--- src/rtl/uart_pkg.sv ---
// Shared UART constants and receive FSM encoding, used by both the
// receive-to-memory path and the result transmit path.
package uart_pkg;

  localparam int CLKS_PER_BIT_DEF = 868;
  localparam int MAT_DIM          = 3;
  localparam int DEPTH_DEF        = 2 * MAT_DIM * MAT_DIM;
  localparam int ADDR_W_DEF       = 5;

  typedef enum logic [2:0] {
    ST_IDLE,
    ST_START,
    ST_DATA,
    ST_STOP,
    ST_WRITE,
    ST_WAIT_IDLE
  } rx_state_t;

endpackage

--- src/rtl/uart_rx.sv ---
// 8N1 UART receiver: two-flop synchroniser, mid-bit sampling FSM and
// LSB-first shift register. byte_valid strobes on the good stop-bit sample.
module uart_rx
  import uart_pkg::*;
#(
  parameter int CLKS_PER_BIT = CLKS_PER_BIT_DEF
) (
  input  logic       clk,
  input  logic       rst,
  input  logic       rx_data,
  output logic       byte_valid,
  output logic [7:0] byte_data,
  output logic       frame_err,
  output logic       busy
);

  localparam int CNT_W = $clog2(CLKS_PER_BIT);
  localparam logic [CNT_W-1:0] HALF_M1 = CNT_W'(CLKS_PER_BIT / 2 - 1);
  localparam logic [CNT_W-1:0] FULL_M1 = CNT_W'(CLKS_PER_BIT - 1);

  rx_state_t        state, state_nx;
  logic [CNT_W-1:0] cnt, cnt_nx;
  logic [2:0]       bit_idx, bit_nx;
  logic [7:0]       shreg, shreg_nx;
  logic             ferr_nx;
  logic             sync_p0, sync_p1;
  logic             rx_s;

  assign rx_s = sync_p1;

  // Synchroniser: idles high so reset never looks like a start bit
  always_ff @(posedge clk or negedge rst) begin
    if (!rst) begin
      sync_p0 <= 1'b1;
      sync_p1 <= 1'b1;
    end else begin
      sync_p0 <= rx_data;
      sync_p1 <= sync_p0;
    end
  end

  always_ff @(posedge clk or negedge rst) begin
    if (!rst) begin
      state     <= ST_IDLE;
      cnt       <= '0;
      bit_idx   <= '0;
      frame_err <= 1'b0;
    end else begin
      state     <= state_nx;
      cnt       <= cnt_nx;
      bit_idx   <= bit_nx;
      frame_err <= ferr_nx;
    end
  end

  always_ff @(posedge clk) begin
    shreg <= shreg_nx;
  end

  always_comb begin
    state_nx   = state;
    cnt_nx     = cnt + 1'b1;
    bit_nx     = bit_idx;
    shreg_nx   = shreg;
    ferr_nx    = 1'b0;
    byte_valid = 1'b0;
    case (state)
      ST_IDLE: begin
        cnt_nx = '0;
        bit_nx = '0;
        if (!rx_s) state_nx = ST_START;
      end
      ST_START: begin
        if (cnt == HALF_M1) begin
          cnt_nx   = '0;
          state_nx = rx_s ? ST_IDLE : ST_DATA;
        end
      end
      ST_DATA: begin
        if (cnt == FULL_M1) begin
          cnt_nx   = '0;
          shreg_nx = {rx_s, shreg[7:1]};
          bit_nx   = bit_idx + 3'd1;
          if (bit_idx == 3'd7) state_nx = ST_STOP;
        end
      end
      ST_STOP: begin
        if (cnt == FULL_M1) begin
          cnt_nx = '0;
          if (rx_s) begin
            byte_valid = 1'b1;
            state_nx   = ST_WRITE;
          end else begin
            ferr_nx  = 1'b1;
            state_nx = ST_WAIT_IDLE;
          end
        end
      end
      ST_WRITE: begin
        cnt_nx   = '0;
        state_nx = ST_IDLE;
      end
      ST_WAIT_IDLE: begin
        cnt_nx = '0;
        if (rx_s) state_nx = ST_IDLE;
      end
      default: state_nx = ST_IDLE;
    endcase
  end

  assign byte_data = shreg;
  assign busy      = (state != ST_IDLE);

endmodule

--- src/rtl/rx_to_mem.sv ---
// Writes received UART bytes sequentially into operand memory and flags
// completion once DEPTH bytes have landed.
module rx_to_mem
  import uart_pkg::*;
#(
  parameter int CLKS_PER_BIT = CLKS_PER_BIT_DEF,
  parameter int DEPTH        = DEPTH_DEF,
  parameter int ADDR_W       = ADDR_W_DEF
) (
  input  logic              clk,
  input  logic              rst,
  input  logic              rx_data,
  input  logic              start_load,
  output logic              mem_we,
  output logic [ADDR_W-1:0] mem_addr,
  output logic [7:0]        mem_wdata,
  output logic              load_done,
  output logic              frame_err,
  output logic              busy
);

  localparam logic [ADDR_W-1:0] LAST_ADDR = ADDR_W'(DEPTH - 1);

  logic              byte_valid;
  logic [7:0]        byte_data;
  logic              armed;
  logic [ADDR_W-1:0] addr_cnt;
  logic [ADDR_W-1:0] wr_addr;
  logic              do_write;

  uart_rx #(
    .CLKS_PER_BIT(CLKS_PER_BIT)
  ) u_rx (
    .clk       (clk),
    .rst       (rst),
    .rx_data   (rx_data),
    .byte_valid(byte_valid),
    .byte_data (byte_data),
    .frame_err (frame_err),
    .busy      (busy)
  );

  // A coincident start_load re-arms first, so the byte lands at address 0
  always_comb begin
    wr_addr  = start_load ? '0 : addr_cnt;
    do_write = byte_valid && (armed || start_load);
  end

  always_ff @(posedge clk or negedge rst) begin
    if (!rst) begin
      mem_we    <= 1'b0;
      mem_addr  <= '0;
      mem_wdata <= '0;
      load_done <= 1'b0;
      armed     <= 1'b0;
      addr_cnt  <= '0;
    end else begin
      mem_we    <= do_write;
      mem_addr  <= do_write ? wr_addr : '0;
      mem_wdata <= do_write ? byte_data : 8'h00;
      if (start_load) begin
        armed     <= 1'b1;
        addr_cnt  <= '0;
        load_done <= 1'b0;
      end
      if (do_write) begin
        if (wr_addr == LAST_ADDR) begin
          load_done <= 1'b1;
          armed     <= 1'b0;
          addr_cnt  <= wr_addr;
        end else begin
          addr_cnt <= wr_addr + 1'b1;
        end
      end
    end
  end

endmodule
--- config.mk ---
export PLATFORM = sky130hd
export DESIGN_NAME = rx_to_mem
export DESIGN_NICKNAME = d
export VERILOG_FILES = /design/src/rtl/uart_pkg.sv /design/src/rtl/uart_rx.sv /design/src/rtl/rx_to_mem.sv
export SDC_FILE = /design/constraint.sdc
export NUM_CORES = 1
export LEC_CHECK = 0
export CAP_MARGIN = 0
export CELL_PAD_IN_SITES_DETAIL_PLACEMENT = 1
export CELL_PAD_IN_SITES_GLOBAL_PLACEMENT = 2
export CORE_MARGIN = 5
export CORE_UTILIZATION = 35
export DETAILED_ROUTE_END_ITERATION = 10
export PLACE_DENSITY_LB_ADDON = 0.1
export SYNTH_ARGS = -nofsm -noshare
export SYNTH_HDL_FRONTEND = slang
export SYNTH_SLANG_ARGS = --single-unit
--- constraint.sdc ---
create_clock -name clk -period 4 [get_ports clk]
set_clock_uncertainty 0.1 [all_clocks]
set_input_delay 0.4 -clock clk [delete_from_list [all_inputs] [get_ports clk]]
set_output_delay 0.4 -clock clk [all_outputs]
set_load 0.1 [all_outputs]
==> impl_metrics.csv <==
group,metric,value,unit
finish,layout_commonest_cell,"dfrtp_1",
clock_tree,cts_tree,"built",
synthesis,synth.avg_cell_area,11.7,µm²
clock_tree,clkSlewWorstSetupHoldPaths,90,ps
die,die_h,86.5,µm
place,dpl_worst_slack,1490,ps
finish,seq_area,0.00124,mm²
finish,fin_nets,206,
synthesis,yosysTopAreaCell,"dfrtp_1",
synthesis,synth-main-ff-cell,"dfrtp_1",
clock_tree,cts_root_buffer,"clkbuf_8",
timing,finalMaxSlewViolations,0,
timing,finalWorstSetupSlack,1310,ps
clock_tree,ctsHoldBuffers,0,
clock_tree,ctsLongestPathBuffers,2,
pwr,peakVddDrop,0.187,mV
route,dr.pass1.iters,4,
critical_path,r2r_cells,5,
clock_tree,cts.htree.levels,2,
place,gp_congestion,0.772,
finish,nFillCells,620,
synthesis,synth_cell_type_count,43,
timing,setup_tns,0,ps
timing,period_minus_slack,2690,ps
die,initial_core_util,36.5,%
synthesis,synthTopCellsByArea,"dfrtp_1 (46%), edfxtp_1 (12%), ha_1 (3.7%)",
synthesis,ys.warnings.count,0,
finish,n_antenna_cell,0,
critical_path,setup.worst_path.class,"register to output port",
route,wl_per_cell,16.0,µm
critical_path,worstPathMaxFanout,7,
timing,clock.fmax,0.372,GHz
timing,period_share,67.3,%
worst_hold_path,hp-class,"input pin to async pin",
finish,multi_input_area,737,µm²
die,design.die.area,0.00749,mm²
synthesis,synth_seq_area_share,60.7,%
grt,grt_pass1_wl,7.46,mm
synthesis,synth_edf_count,8,
die,die_w,86.5,µm
route,postRouteAntennaNets,0,
synthesis,synth-seq-cells,48,
grt,gr-total-overflow,0,
clock_tree,cts_sinks,48,
timing,rsz0062_at_grt,"no",
critical_path,r2r_end,"u_rx.cnt[8]",
finish,layout_common_cells,"dfrtp_1 (38), clkdlybuf4s50_1 (19), nor3_1 (14)",
critical_path,cp-start-kind,"register",
clock_tree,cts-buffers-inserted,5,
route,remaining_drc_errors,0,
die,core_area,0.00561,mm²
clock_tree,postCtsSetupBuffers,0,
run_status,status,"finished, final reports clean",
timing,worst_hold_slack,112,ps
route,via_per_inst,5.21,
route,drtIter0Drc,33,
synthesis,postSynthCellCount,175,
critical_path,setup.worst_path.end_class,"output port",
synthesis,netlist_area,0.00205,mm²
pwr,p_per_area,380,mW/mm²
synthesis,syn-num-nets,185,
clock_tree,clk_latency,300,ps
timing,max_slew.worst_pin.slew,973,ps
place,numPortBuffers,20,
route,vias,1402,
timing,setup_viol,0,
die,design.portCount,21,
finish,drive_gt1_share,7.61,%
critical_path,crit_arrival,2190,ps
die,num_rows,27,
route,drt-total-wl,4.29,mm
finish,syn_to_final_growth,19.5,%
grt,antenna_found_initial,0,
grt,grt.total_usage,12.8,%
critical_path,r2r_slack,1610,ps
grt,first_global_vias,1556,
timing,slew_headroom,34.9,%
clock_tree,ctsResizeCount,0,
pwr,p_leak,1.06,nW
synthesis,yosys.area.top_type_share,46.4,%
synthesis,synthArstFlopShare,83.3,%
place,dp_hpwl,3.04,mm
critical_path,worstPathRequired,3500,ps
finish,fin_util,43.7,%
critical_path,reg2reg_from,"u_rx.cnt[0]",
job,drv_cap,0,
grt,grt_max_degree,41,
timing,hold_viol_final,0,
==> cell usage after synthesis (4+ instances only) <==
library cell,count
nand3_1,8
nor3b_1,4
xnor2_1,5
and3_1,11
inv_1,8
dfrtp_1,38
nand4_1,4
a21oi_1,4
clkbuf_1,6
edfxtp_1,8
nor3_1,14
xor2_1,4
ha_1,6
nand2_1,9
nor2_1,7
==> how the worst max path moves through the flow <==
stage	to	start	slack, ps
after CTS	busy	u_rx.state[0]	1270
after floorplan	u_rx.byte_data[0]	u_rx.cnt[4]	1800
after detailed placement	addr_cnt[3]	start_load	1490
final	busy	u_rx.state[0]	1310
after global routing	busy	u_rx.state[0]	1160
after global placement	addr_cnt[4]	start_load	1600
==> registers in the layout (all words and copies together) (netlist names), 3 cells and up <==
register and cells:
u_rx.state 3, u_rx.cnt 10, u_rx.byte_data 8, u_rx.bit_idx 3
mem_wdata 8, mem_addr 5, addr_cnt 5
==> stage by stage <==
step           cell area [µm²]  total power, mW  cells
2_1_floorplan             2050            0.510    175
3_3_place_gp              2310            0.521    261
3_5_place_dp              2310            0.521    261
4_1_cts                   2450            0.947    269
5_1_grt                   2450            0.974    269
6_report                  2450            0.931    269
==> metal layers <==
| metal | GRT usage [%] | part of all wire, % | vias up |
|---|---|---|---|
| met5 | 0 | 0 | - |
| met4 | 5.38 | 0.72 | 0 |
| met3 | 3.52 | 3.8 | 4 |
| met2 | 22.5 | 54 | 25 |
| met1 | 14.4 | 42 | 712 |
| li1 | - | - | 661 |
==> logic make-up after synthesis <==
group | after synthesis | synth area share [%]
and+or+nand+nor | 74 | 20.6
DFF | 48 | 60.7
AOI/OAI and AO/OA | 18 | 5.86
buffers and inverters | 16 | 3.36
xor gates and xnor gates | 9 | 3.85
adders and majority gates | 7 | 4.15
muxes | 3 | 1.47
==> layout make-up <==
| type | instances | area share, % |
|---|---|---|
| Timing Repair Buffer | 22 | 8.58 |
| Tap cell | 72 | 3.68 |
| Inverter | 8 | 1.23 |
| Clock inverter | 3 | 2.81 |
| Clock buffer | 5 | 2.81 |
| Sequential cell | 48 | 50.8 |
| Multi-Input combinational cell | 111 | 30.1 |
==> where the power goes <==
group	internal, mW	switching, mW
Sequential	0.497	0.00109
Clock	0.252	0.169
Combinational	0.00268	0.00993
==> critical path, cell delays in order, from the launching register on <==
cell	delay, ps
dfrtp_1	460
inv_1	170
nand3_1	130
clkdlybuf4s50_1	1140
No activity file was read; power rests on OpenSTA's default activity.
